<file path="src/rtl/demux_reg3x1_pkg.sv">
// Shared SEL codes, FSM encoding and small helpers for the 3-way registered demux.
package demux_reg3x1_pkg;

    localparam logic [1:0] SEL_Q0       = 2'b00;
    localparam logic [1:0] SEL_Q1       = 2'b01;
    localparam logic [1:0] SEL_Q2       = 2'b10;
    localparam logic [1:0] SEL_INVALIDO = 2'b11;

    typedef enum logic [1:0] {
        VAZIO       = 2'b00,
        PREENCHENDO = 2'b01,
        CHEIO       = 2'b10
    } estado_t;

    // Auto pointer only ever visits Q0..Q2, so 10 wraps back to 00.
    function automatic logic [1:0] proximo_indice(input logic [1:0] idx);
        return (idx == SEL_Q2) ? SEL_Q0 : idx + 2'd1;
    endfunction

    function automatic estado_t estado_de(input logic [2:0] vld);
        if (vld == 3'b000)      return VAZIO;
        else if (vld == 3'b111) return CHEIO;
        else                    return PREENCHENDO;
    endfunction

endpackage

</file>
<file path="src/rtl/demux_reg3x1_registrador_4.sv">
// 4-bit storage register: async active-high reset, synchronous clear, load enable.
module registrador_4 (
    input  logic       clk_i,
    input  logic       rst_i,
    input  logic       clr_i,
    input  logic       en_i,
    input  logic [3:0] d_i,
    output logic [3:0] q_o
);

    logic [3:0] data_q;
    logic [3:0] data_d;

    // Clear takes priority over a load in the same cycle.
    always_comb begin
        data_d = data_q;
        if (clr_i)     data_d = 4'h0;
        else if (en_i) data_d = d_i;
    end

    always_ff @(posedge clk_i or posedge rst_i) begin
        if (rst_i) data_q <= 4'h0;
        else       data_q <= data_d;
    end

    assign q_o = data_q;

endmodule

</file>
<file path="src/rtl/demux_reg3x1.sv">
// Distributes D into one of three 4-bit registers (manual SEL or auto pointer),
// tracking per-register valid flags and an occupancy FSM. Optional: DEMUX_REG3X1_ERRO_EN.
module demux_reg3x1
    import demux_reg3x1_pkg::*;
(
    input  logic       clock,
    input  logic       reset,
    input  logic [3:0] D,
    input  logic [1:0] SEL,
    input  logic       escreve,
    input  logic       modo_auto,
    input  logic       limpa,
    output logic [3:0] Q0,
    output logic [3:0] Q1,
    output logic [3:0] Q2,
    output logic [2:0] validos,
    output logic [1:0] indice,
    output logic       cheio,
`ifdef DEMUX_REG3X1_ERRO_EN
    output logic       erro,
`endif
    output estado_t    estado_dbg
);

    // escreve is a single-cycle strobe with no back-pressure: a write is
    // accepted on the edge where escreve=1, limpa=0 and the destination is valid.
    logic [1:0] dest_sel;
    logic       wr_ok;
    logic [2:0] load;

    logic [2:0] validos_q, validos_d;
    logic [1:0] indice_q,  indice_d;
    estado_t    estado_q,  estado_d;

    always_comb begin
        dest_sel = modo_auto ? indice_q : SEL;
        wr_ok    = escreve && !limpa && (dest_sel != SEL_INVALIDO);
        load     = 3'b000;
        if (wr_ok) begin
            case (dest_sel)
                SEL_Q0:  load = 3'b001;
                SEL_Q1:  load = 3'b010;
                SEL_Q2:  load = 3'b100;
                default: load = 3'b000;
            endcase
        end
    end

    always_comb begin
        validos_d = limpa ? 3'b000 : (validos_q | load);
        indice_d  = indice_q;
        estado_d  = estado_q;
        if (limpa) begin
            indice_d = SEL_Q0;
            estado_d = VAZIO;
        end else if (wr_ok) begin
            if (modo_auto) indice_d = proximo_indice(indice_q);
            estado_d = estado_de(validos_d);
        end
    end

    always_ff @(posedge clock or posedge reset) begin
        if (reset) begin
            validos_q <= 3'b000;
            indice_q  <= SEL_Q0;
            estado_q  <= VAZIO;
        end else begin
            validos_q <= validos_d;
            indice_q  <= indice_d;
            estado_q  <= estado_d;
        end
    end

    registrador_4 u_reg_q0 (
        .clk_i(clock), .rst_i(reset), .clr_i(limpa), .en_i(load[0]), .d_i(D), .q_o(Q0)
    );
    registrador_4 u_reg_q1 (
        .clk_i(clock), .rst_i(reset), .clr_i(limpa), .en_i(load[1]), .d_i(D), .q_o(Q1)
    );
    registrador_4 u_reg_q2 (
        .clk_i(clock), .rst_i(reset), .clr_i(limpa), .en_i(load[2]), .d_i(D), .q_o(Q2)
    );

`ifdef DEMUX_REG3X1_ERRO_EN
    logic erro_q;

    // Registered so the flag shows up for exactly the cycle after the bad write.
    always_ff @(posedge clock or posedge reset) begin
        if (reset) erro_q <= 1'b0;
        else       erro_q <= escreve && !limpa && !modo_auto && (SEL == SEL_INVALIDO);
    end

    assign erro = erro_q;
`endif

    assign validos    = validos_q;
    assign indice     = indice_q;
    assign cheio      = (estado_q == CHEIO);
    assign estado_dbg = estado_q;

endmodule

</file>
<file path="config.mk">
export PLATFORM = sky130hd
export DESIGN_NAME = demux_reg3x1
export DESIGN_NICKNAME = d
export VERILOG_FILES = /design/src/rtl/demux_reg3x1_pkg.sv /design/src/rtl/demux_reg3x1_registrador_4.sv /design/src/rtl/demux_reg3x1.sv
export SDC_FILE = /design/constraint.sdc
export NUM_CORES = 1
export LEC_CHECK = 0
export ABC_AREA = 1
export CAP_MARGIN = 20
export CELL_PAD_IN_SITES_DETAIL_PLACEMENT = 1
export CELL_PAD_IN_SITES_GLOBAL_PLACEMENT = 2
export CORE_AREA = 3 3 63 65
export CTS_BUF_LIST = sky130_fd_sc_hd__clkbuf_2
export CTS_CLUSTER_SIZE = 20
export DETAILED_ROUTE_END_ITERATION = 16
export DIE_AREA = 0 0 66 68
export HOLD_SLACK_MARGIN = 0.12
export PLACE_DENSITY = 0.9
export SYNTH_ARGS = -nofsm -noshare
export SYNTH_HDL_FRONTEND = slang
export SYNTH_SLANG_ARGS = --single-unit
</file>
<file path="constraint.sdc">
create_clock -name clock -period 2.5 [get_ports clock]
set_input_delay 0.375 -clock clock [delete_from_list [all_inputs] [get_ports clock]]
set_output_delay 0.375 -clock clock [all_outputs]
set_load 0.02 [all_outputs]
</file>
# After elaboration in Yosys (flattened, before gate mapping)
# Index checks and enable logic that the tools add are counted.
dict set report totals {
  regBits 19
  output_inout_bits 20
}
dict set report op_classes {
  n_bitwise 1
  reduce_logical 11
  n_addsub 1
  n_eq_ne 6
  n_mux 18
}
# operator count
set ops {}
lappend ops {{$mux 4} 6}
lappend ops {{$mux 2} 9}
lappend ops {{$reduce_bool 2->1} 5}
lappend ops {{$pmux 3 s3} 1}
lappend ops {{$eq 2x2->1 const B} 3}
lappend ops {{$mux 3} 2}
lappend ops {{$eq 3x3->1 const B} 1}
lappend ops {{$logic_not 3->1} 1}
lappend ops {{$or 3x3->3} 1}
lappend ops {{$add 2x1->2 const B} 1}
lappend ops {{$eq 2x1->1 const B} 1}
lappend ops {{$logic_and 1x1->1} 2}
lappend ops {{$logic_not 2->1} 1}
lappend ops {{$ne 2x2->1 const B} 1}
lappend ops {{$reduce_and 2->1} 1}
lappend ops {{$logic_not 1->1} 1}

# Depth between registers and ports, before layout
dict set report logic_depth {
  ltp_word 11
  ltp_mapped 9
}

# Hierarchy
# A second synthesis with hierarchy kept.
dict set report unflattened {
  hier_cells 124
  area_unflattened_um2 919.6
}
# mod n_inst cells_each area_each_um2
set modules_own_cells {}
lappend modules_own_cells {registrador_4 3 19 163.9}
lappend modules_own_cells {demux_reg3x1 1 67 427.9}

# Worst setup path after synthesis
# No wires, ideal clock.
dict set report synth_path {
  kind {reg2reg}
  startpoint {register indice_q[1], in the netlist indice[1]}
  endpoint {register estado_q[0], in the netlist estado_dbg[0]}
  t_required_ps 2380
  path_buffers 0
  t_arrival_ps 1146
  path_stages_with_launch 9
  path_slack_ps 1234
  setup_ps 120
  cell_sequence {dfrtp_1 inv_1 nand2_1 nand2_4 nand3_4 nand2_1 nand2_1 o21ai_1 nand2_1}
}
dict set report synth_via {
  elab_chain_len 11
  word_cells_on_any_way 17
  cone_classes {eq/ne (4); mux (8); bitwise (1); reduce/logical (4)}
}
# item line
set synth_rtl {}
lappend synth_rtl {{start: declaration} demux_reg3x1.sv:32} ;# logic [1:0] indice_q, indice_d;
lappend synth_rtl {{start signal: assignment} demux_reg3x1.sv:69} ;# indice_q <= indice_d;
lappend synth_rtl {{$mux 2 *} demux_reg3x1.sv:36} ;# dest_sel = modo_auto ? indice_q : SEL;
lappend synth_rtl {{$eq 2x2->1, or another cell as far along} demux_reg3x1.sv:40} ;# case (dest_sel)
lappend synth_rtl {{$pmux 3 s3 or $logic_and 1x1->1 (tied branches)} {demux_reg3x1.sv:40, demux_reg3x1.sv:37}}
lappend synth_rtl {{$mux 3} demux_reg3x1.sv:39} ;# if (wr_ok) begin
lappend synth_rtl {{$or 3x3->3} demux_reg3x1.sv:50} ;# validos_d = limpa ? 3'b000 : (validos_q | load);
lappend synth_rtl {{$mux 3} demux_reg3x1.sv:50}
lappend synth_rtl {{$eq 3x3->1} demux_reg3x1_pkg.sv:22} ;# else if (vld == 3'b111) return CHEIO;
lappend synth_rtl {{$mux 2} demux_reg3x1_pkg.sv:22}
lappend synth_rtl {{$mux 2} demux_reg3x1_pkg.sv:21} ;# if (vld == 3'b000) return VAZIO;
lappend synth_rtl {{$mux 2} demux_reg3x1.sv:56} ;# end else if (wr_ok) begin
lappend synth_rtl {{$mux 2} demux_reg3x1.sv:53} ;# if (limpa) begin
lappend synth_rtl {{end signal: assignment} demux_reg3x1.sv:70} ;# estado_q <= estado_d;
lappend synth_rtl {{end: declaration} demux_reg3x1.sv:33} ;# estado_t estado_q, estado_d;
# Mark *: on every way between the ends. The rest lies on a longest branch, timed or not. The select of a mux whose other input is x is not followed.
# A chain may end at the register's enable or synchronous reset.

# Worst setup path in the final report
dict set report layout_path {
  startpoint {register estado_q[0], in the netlist estado_dbg[0]}
  endpoint {output cheio}
}
dict set report layout_via {
  elab_chain_len 1
}
# item line
set layout_rtl {}
lappend layout_rtl {{$eq 2x2->1} demux_reg3x1.sv:98} ;# assign cheio = (estado_q == CHEIO);
lappend layout_rtl {{end: declaration} demux_reg3x1.sv:18} ;# output logic cheio,
# No other way between the ends.

==> results.ini <==
[grt]
grt_use_total_pct=12.6
grt_pass1_vias=976
overflow=0
antenna_found_initial=0
grt_start_max_net_pins=20
grt_pass1_wl_mm=4.30

[clocking]
cts_tree=built
postCtsHoldBufs=0
post-cts-setup-buffer-count=0
htree_levels=1
clk_pin_slew_worst_paths_ns=0.19
clkSinkCount=19
clock_latency_ns=0.31
cts_resized=0
numCtsBuffers=3
cts_buffer_depth=2
cts_root_buf=clkbuf_2

[pwr]
power_uw=638
clock_power_share_pct=21.1
irDropWorstVdd_mv=0.220
switching_share_pct=32.2
comb_power_share_pct=25.6
p_int_uw=433
netSwitchingPower_uw=205
p_per_area_nw_per_um2=471
p_leak_uw=0.000682
p_seq_share_pct=53.3

[sta]
rsz0062_at_grt=false
setup_viol=0
min_period_over_period_pct=73.2
relSlewSlack_pct=50.1
worstMarginPinSlew_ns=0.748
skew_ns=0.0103
finalHoldWorstSlack_ns=0.457
tns_ns=0
hold_violations=0
fmax_ghz=0.546
fin_crit_ns=1.83
slew_viol_final=0

[synthesis]
synth_seq_cells=19
syn_avg_cell_area_um2=8.28
synth.lib_cells_used.distinct=19
synth_area_um2=993
synth_cells=120
synth_seq_area_share_pct=47.9
syn_nets=131
yosys_warnings=0

[setup_path]
worst_ep_required_time_ns=2.12
timing.rr.start=indice[1]
rr_worst_depth=9
cp.arrival_ns=1.46
r2r-end=estado_dbg[1]
r2r_slack_ns=1.15
critPathMaxFanout=3
path_class=reg -> out
start_kind=register
cp-end-kind=primary output

[floorplan]
initial_core_util_pct=29.3
die_area_um2=4490
core_area_um2=3390
die_y_um=68
ioPinCount=31
fp.dieW_um=66
rows=21

[finish]
n_antenna_cell=0
area_growth_pct=36.4
post-route-util_pct=40.0
fin_nets=164
drive_gt1_share_pct=13.8
stdcell_count=198

[route]
drtPass1Iterations=4
vias_per_cell=4.40
wl_mm=2.58
vias=871
drc_errors=0
wl_per_cell_um=13.0
drt_iter0_drc=30
drtAntennaViolNets=0

[run_status]
status=finished clean

[placed_design]
placed_cells=194
post-dp-hpwl_mm=2.04
place_congestion=0.764
placement.io_buffers=30

[job]
max_cap_violations=0

[worst_hold_path]
min_path_type=in -> async

[cells by family after synthesis]
group / count (synthesis) / synth area share, %
AOI/OAI and AO/OA: 5 / 3.65
and+or+nand+nor: 77 / 40.4
DFF: 19 / 47.9
buffers and inverters: 19 / 8.06
[sequential cells by signal, summed over array words and instances, names as in the netlist]
| name | count |
|---|---|
| validos | 3 |
| u_reg_q0.q_o | 4 |
| indice | 2 |
| u_reg_q1.q_o | 4 |
| estado_dbg | 2 |
| u_reg_q2.q_o | 4 |
[critical path, cell delays in order, from the launching register on]
cell and delay (ns):
dfrtp_1 0.44, nor2_1 0.10, clkdlybuf4s50_1 0.60
[how the worst max path moves through the flow]
| stage | startpoint | to | slack, ns | depth (start not counted) |
|---|---|---|---|---|
| after floorplan | indice[1] | estado_dbg[0] | 1.23 | 8 |
| after global placement | limpa | estado_dbg[0] | 0.52 | 7 |
| after detailed placement | limpa | estado_dbg[1] | 0.47 | 8 |
| after CTS | estado_dbg[0] | cheio | 0.63 | 2 |
| after global routing | estado_dbg[1] | cheio | 0.55 | 3 |
| final | estado_dbg[0] | cheio | 0.67 | 2 |
[power by group through the flow]
stage               Clock [µW]  Sequential (µW)  Combinational (µW)
CTS                        140              340                 167
detailed placement           0              346                 165
global route               154              343                 179
floorplan                    0              369                68.6
global placement             0              345                 162
finish                     135              340                 163
[stage by stage]
step,area [µm²],setup WS (ns)
2_1_floorplan,993,1.23
3_3_place_gp,1340,0.525
3_5_place_dp,1340,0.473
4_1_cts,1360,0.635
5_1_grt,1360,0.546
6_report,1360,0.669
[final cells by class]
cell class                 instances  area [µm²]
inverter                          17        63.8
sequential                        19         475
fill                             418        2030
tap                               46        57.6
multi-input combinational         82         438
clock inverter                     1        5.00
timing repair buffer              30         300
clock buffer                       3        15.0
[Yosys cell counts]
cell     instances  area [µm²]
nor2_4           1        11.3
nor2_2           2        12.5
o21ai_1          1        5.00
nand2_4          2        22.5
nand3_1         12        60.1
dfrtp_1         19         475
nand4_1          2        12.5
inv_1           13        48.8
nand2_2          3        18.8
buf_2            1        5.00
nor2_8           1        20.0
inv_2            4        15.0
o21ai_4          1        16.3
a21oi_1          1        5.00
nand2_1         45         169
buf_6            1        11.3
o21ai_0          2        10.0
nor2_1           6        22.5
nand3_4          3        52.6
[layer usage]
| metal | share of wire (%) | GRT usage [%] |
|---|---|---|
| met2 | 49 | 21.8 |
| met4 | 0.23 | 4.06 |
| met3 | 7.2 | 3.28 |
| met1 | 44 | 15.2 |
| met5 | 0 | 0 |
[cell usage in the layout (no fill, tap or decap), drive strengths merged, types with 2 or more instances in the layout]
cell type,count
dfrtp,19
nand4,2
nand3,15
clkbuf,3
nor2,10
inv,17
o21ai,4
nand2,50
clkdlybuf4s50,30
Power figures use the tool's default switching activity.
